## src/rtl/clock_disp_pkg.sv

```systemverilog
// rtl/clock_disp_pkg.sv - shared digit indices, segment encodings and BCD type for the display scanner
package clock_disp_pkg;

    typedef logic [3:0] bcd_t;

    localparam int NUM_DIGITS = 6;

    localparam logic [2:0] IDX_SEC_ONES  = 3'd0;
    localparam logic [2:0] IDX_SEC_TENS  = 3'd1;
    localparam logic [2:0] IDX_MIN_ONES  = 3'd2;
    localparam logic [2:0] IDX_MIN_TENS  = 3'd3;
    localparam logic [2:0] IDX_HOUR_ONES = 3'd4;
    localparam logic [2:0] IDX_HOUR_TENS = 3'd5;

    // Logical (active-high) encodings, bit order {g,f,e,d,c,b,a}
    localparam logic [6:0] SEG_0     = 7'h3F;
    localparam logic [6:0] SEG_1     = 7'h06;
    localparam logic [6:0] SEG_2     = 7'h5B;
    localparam logic [6:0] SEG_3     = 7'h4F;
    localparam logic [6:0] SEG_4     = 7'h66;
    localparam logic [6:0] SEG_5     = 7'h6D;
    localparam logic [6:0] SEG_6     = 7'h7D;
    localparam logic [6:0] SEG_7     = 7'h07;
    localparam logic [6:0] SEG_8     = 7'h7F;
    localparam logic [6:0] SEG_9     = 7'h6F;
    localparam logic [6:0] SEG_DASH  = 7'h40;
    localparam logic [6:0] SEG_BLANK = 7'h00;

endpackage

```

## src/rtl/bcd_to_seg7.sv

```systemverilog
// rtl/bcd_to_seg7.sv - combinational BCD to logical 7-segment decode, dash for non-BCD codes
module bcd_to_seg7
    import clock_disp_pkg::*;
(
    input  bcd_t       bcd,
    output logic [6:0] seg
);

    // Codes 10..15 are not valid BCD; show a dash so a bad input is visible rather than garbage
    always_comb begin
        seg = SEG_DASH;
        case (bcd)
            4'd0:    seg = SEG_0;
            4'd1:    seg = SEG_1;
            4'd2:    seg = SEG_2;
            4'd3:    seg = SEG_3;
            4'd4:    seg = SEG_4;
            4'd5:    seg = SEG_5;
            4'd6:    seg = SEG_6;
            4'd7:    seg = SEG_7;
            4'd8:    seg = SEG_8;
            4'd9:    seg = SEG_9;
            default: seg = SEG_DASH;
        endcase
    end

endmodule

```

## src/rtl/clock_display_scanner.sv

```systemverilog
// rtl/clock_display_scanner.sv - six-digit 7-segment scanner with per-frame snapshot; LEADING_ZERO_BLANK_EN blanks a zero hour-tens digit
module clock_display_scanner
    import clock_disp_pkg::*;
#(
    parameter int CLK_HZ         = 5_000_000,
    parameter int SCAN_HZ        = 1000,
    parameter int BLANK_CYCLES   = 50,
    parameter int SEG_ACTIVE_LOW = 1,
    parameter int AN_ACTIVE_LOW  = 1
) (
    input  logic       clk,
    input  logic       reset,
    input  logic [3:0] sec_ones,
    input  logic [3:0] sec_tens,
    input  logic [3:0] min_ones,
    input  logic [3:0] min_tens,
    input  logic [3:0] hour_ones,
    input  logic [3:0] hour_tens,
    output logic [6:0] seg,
    output logic       dp,
    output logic [5:0] an,
    output logic       frame_start
);

    localparam int TICKS = CLK_HZ / SCAN_HZ;
    localparam int CW    = (TICKS > 1) ? $clog2(TICKS) : 1;

    localparam logic [CW-1:0] CNT_LAST  = CW'(TICKS - 1);
    localparam logic [CW-1:0] CNT_BLANK = CW'(BLANK_CYCLES);

    // XOR masks turning logical levels into pin levels
    localparam logic [6:0] SEG_XOR = (SEG_ACTIVE_LOW != 0) ? 7'h7F : 7'h00;
    localparam logic       DP_XOR  = (SEG_ACTIVE_LOW != 0);
    localparam logic [5:0] AN_XOR  = (AN_ACTIVE_LOW != 0) ? 6'h3F : 6'h00;

    if (TICKS < 4) begin : g_ticks_too_small
        $error("clock_display_scanner: CLK_HZ/SCAN_HZ must be at least 4");
    end
    if (BLANK_CYCLES < 0 || BLANK_CYCLES >= TICKS) begin : g_blank_out_of_range
        $error("clock_display_scanner: BLANK_CYCLES must be in 0..TICKS-1");
    end

    logic [CW-1:0]        cnt;
    logic [2:0]           idx;
    bcd_t [NUM_DIGITS-1:0] snap;

    logic       slot_end;
    logic       frame_end;
    logic       active;
    bcd_t       cur_digit;
    logic [6:0] dec_seg;
    logic [6:0] seg_log;
    logic [5:0] an_log;
    logic       dp_log;

    assign slot_end  = (cnt == CNT_LAST);
    assign frame_end = slot_end && (idx == IDX_HOUR_TENS);

    // Slot counter, digit index and frame snapshot; the snapshot only moves at the frame boundary
    always_ff @(posedge clk) begin
        if (reset) begin
            cnt  <= '0;
            idx  <= IDX_SEC_ONES;
            snap <= '0;
        end else if (slot_end) begin
            cnt <= '0;
            if (frame_end) begin
                idx  <= IDX_SEC_ONES;
                snap <= {hour_tens, hour_ones, min_tens, min_ones, sec_tens, sec_ones};
            end else begin
                idx <= idx + 3'd1;
            end
        end else begin
            cnt <= cnt + CW'(1);
        end
    end

    // Pick the snapshot digit belonging to the current slot
    always_comb begin
        cur_digit = '0;
        case (idx)
            IDX_SEC_ONES:  cur_digit = snap[0];
            IDX_SEC_TENS:  cur_digit = snap[1];
            IDX_MIN_ONES:  cur_digit = snap[2];
            IDX_MIN_TENS:  cur_digit = snap[3];
            IDX_HOUR_ONES: cur_digit = snap[4];
            IDX_HOUR_TENS: cur_digit = snap[5];
            default:       cur_digit = '0;
        endcase
    end

    bcd_to_seg7 u_decode (
        .bcd (cur_digit),
        .seg (dec_seg)
    );

    // Logical pin values: everything dark during the anti-ghost window at the start of a slot
    always_comb begin
        active  = (cnt >= CNT_BLANK);
        an_log  = '0;
        seg_log = SEG_BLANK;
        dp_log  = 1'b0;
        if (active) begin
            an_log  = 6'b000001 << idx;
            seg_log = dec_seg;
            // Separators sit after the minutes and hours digits and blink with the seconds LSB
            dp_log  = ((idx == IDX_MIN_ONES) || (idx == IDX_HOUR_ONES)) && snap[0][0];
`ifdef LEADING_ZERO_BLANK_EN
            if ((idx == IDX_HOUR_TENS) && (snap[5] == 4'd0)) begin
                seg_log = SEG_BLANK;
                dp_log  = 1'b0;
            end
`endif
        end
    end

    // Registered pin stage with polarity applied; reset drives every pin to its inactive level
    always_ff @(posedge clk) begin
        if (reset) begin
            seg         <= SEG_BLANK ^ SEG_XOR;
            dp          <= DP_XOR;
            an          <= AN_XOR;
            frame_start <= 1'b0;
        end else begin
            seg         <= seg_log ^ SEG_XOR;
            dp          <= dp_log ^ DP_XOR;
            an          <= an_log ^ AN_XOR;
            frame_start <= frame_end;
        end
    end

endmodule

```

## config.mk

```make
export PLATFORM = sky130hd
export DESIGN_NAME = clock_display_scanner
export DESIGN_NICKNAME = d
export VERILOG_FILES = /design/src/rtl/clock_disp_pkg.sv /design/src/rtl/bcd_to_seg7.sv /design/src/rtl/clock_display_scanner.sv
export SDC_FILE = /design/constraint.sdc
export NUM_CORES = 1
export LEC_CHECK = 0
export ABC_AREA = 1
export CAP_MARGIN = 20
export CORE_MARGIN = 5
export CORE_UTILIZATION = 40
export CTS_BUF_LIST = sky130_fd_sc_hd__clkbuf_8
export DETAILED_ROUTE_END_ITERATION = 16
export SYNTH_ARGS = -nofsm -noshare
export SYNTH_HDL_FRONTEND = slang
export SYNTH_SLANG_ARGS = --single-unit
```

## constraint.sdc

```tcl
create_clock -name clk -period 4.3 [get_ports clk]
set_clock_uncertainty 0.15 [all_clocks]
set_input_delay 1.075 -clock clk [delete_from_list [all_inputs] [get_ports clk]]
set_output_delay 1.075 -clock clk [all_outputs]
set_load 0.02 [all_outputs]
```

==> impl_metrics.yaml <==
run_status:
  status: "finished clean"
logic_synthesis:
  synth-seq-area-share_pct: 42.6
  yosysMostFrequentCell: "nand2_1"
  synth_top_area_share_pct: 42.6
  ys_ff_latch: 55
  ys_types: 27
  synth_fp_nets: 387
  synth.area.top_cells: "dfxtp_1 (43%), nand2_1 (13%), nand3_1 (12%), nand4_1 (6.5%), ha_1 (6.3%)"
  synth_area_per_cell_um2: 7.43
  synth_cells: 348
  syn-cell-area_um2: 2590
  synth.top_cells.by_count: "nand2_1 (89), nand3_1 (60), dfxtp_1 (55)"
  synth_top_cell_by_area: "dfxtp_1"
  yosysWarnings: 0
  synth_edf_count: 0
  async_flop_share_pct: 0
  synth_flop_cell: "dfxtp_1"
clock_network:
  path_clk_slew_ps: 100
  post-cts-setup-buffers: 0
  cts_made_buffers: 5
  post_cts_resize_count: 0
  cts_root_buf: "clkbuf_8"
  cts_tree: "built"
  clock_latency_ps: 310
  cts_hold_buffers: 0
  cts.sinks: 55
  htreeDepth: 2
  clockBufferDepth: 2
detailed_routing:
  wl_per_cell_um: 12.4
  drc: 0
  drt.antenna.violating_nets: 0
  via_count: 2305
  viasPerCell: 5.02
  dr.pass1.iters: 4
  wirelength_um: 5690
  drt_iter0_markers: 75
timing:
  rsz0062_at_grt: "no"
  fin_crit_ps: 2670
  tightest_slew_ps: 1010
  setup_viol: 0
  drv_slew: 0
  finalCritPeriodShare_pct: 62.1
  fin_tns_setup_ps: 0
  slew_headroom_pct: 32.3
  fmax_mhz: 375
  hold_viol: 0
placed_design:
  io_buffers: 40
  hpwl_um: 4140
  gp_congestion: 0.801
cells_and_area:
  nets: 420
  area_delta_synth_final_pct: 20.7
  antenna_cells: 0
  multi_input_area_um2: 1280
  register_area_um2: 1100
  drive_above_1_share_pct: 4.97
  fillers: 680
worst_setup_path:
  cp.arrival_ps: 2680
  cp.required_ps: 4310
  rrSetupSlack_ps: 1630
  critPathMaxFanout: 11
  crit_start: "idx[2]"
  crit_type: "flop to flop"
  reg2regPathDepth: 11
  end_kind: "flop"
  start_kind: "flop"
  r2r_end: "seg[0]"
  r2r_start: "idx[2]"
  crit_path_end: "seg[0]"
pwr:
  p_leak_uw: 0.00136
  p_per_area_nw_per_um2: 291
  ir_worst_vdd_uv: 131
  p_total_uw: 909
die:
  rows: 29
  dieArea_um2: 8170
  die_w_um: 90.4
  coreArea_um2: 6310
  initial_core_util_pct: 41.0
  num_io_pins: 41
  die_y_um: 90.4
global_route:
  grt_max_degree: 38
  grt_pass1_wl_um: 9890
  grtUsageTotal_pct: 14.4
  antenna_found_initial: 0
  grt_overflow: 0
  grt_pass1_vias: 2114
run:
  max_cap_violations: 0
min_path:
  hold_path.class: "flop to flop"
## state kept, by name (all words and copies together) (netlist names)
name	count
snap	24
seg	7
frame_start	1
dp	1
an	6
cnt	13
idx	3
## per-layer routing
| metal | up-vias | wire, um | global-route usage (%) |
|---|---|---|---|
| met2 | 45 | 2640 | 23.6 |
| met3 | 6 | 306 | 4.08 |
| met5 | - | 0 | 0 |
| li1 | 1207 | - | - |
| met4 | 0 | 74 | 4.84 |
| met1 | 1047 | 2680 | 18.0 |
## report_power, final
group	switching [uW]	total, uW	leakage, uW	internal, uW
Sequential	2.28	514	0.000444	511
Combinational	15.8	39.3	0.000858	23.5
Clock	167	356	0.0000612	189
Total	185	909	0.00136	723
## area by class of cell
class                           instances  area share (%)
Clock buffer                            6            2.65
Clock inverter                          2            1.12
Inverter                               32            3.85
Multi-Input combinational cell        246            41.0
Sequential cell                        55            35.3
Tap cell                               77            3.09
Timing Repair Buffer                   41            13.1
## worst min-delay path by stage
stage | slack (ps) | endpoint | start | depth (start not counted)
after global placement | 300 | cnt[0] | cnt[0] | 1
after floorplan | 280 | cnt[0] | cnt[0] | 1
after detailed placement | 310 | cnt[0] | cnt[0] | 1
after CTS | 320 | snap[2] | snap[2] | 2
final | 320 | snap[2] | snap[2] | 2
after global routing | 340 | snap[9] | snap[9] | 2
## critical path, stage by stage (launching register included)
cell     delay [ps]
dfxtp_1         560
inv_2           190
ha_1            360
nand2_1         110
nand4_1         120
nor2_1          350
inv_1           150
ha_1            220
inv_1            50
nand3_1          90
nand3_1         100
nand3_1          70
## through the flow
step	hold slack [ps]	utilization (%)	setup slack (ps)	instance area [um2]	instances
after floorplan	280	-	2200	2590	348
after global placement	297	47.6	1390	3000	451
after detailed placement	308	47.6	1320	3000	451
after CTS	324	49.4	1620	3120	459
after global routing	344	49.4	1410	3120	459
final	323	49.4	1630	3120	459
## logic make-up after synthesis
logic type,synth area share (%)
AND/OR/NAND/NOR,38.5
buffers and inverters,7.98
AO/OA/AOI/OAI,2.66
adder cells (fa/ha/maj),6.29
flip-flops,42.6
XOR/XNOR,2.03
## cells in the final DEF, fill, tap and decap left out, types with 2 or more instances in the layout
cell type / instances
nand3_1: 60
a21oi_1: 8
clkbuf_8: 6
clkdlybuf4s50_1: 40
inv_1: 27
o21ai_0: 4
nor3_1: 4
nor2_1: 26
clkinv_1: 2
xor2_1: 6
inv_2: 3
dfxtp_1: 55
nand2_1: 89
nand4_1: 27
ha_1: 13
(Power assumes the default switching activity.)
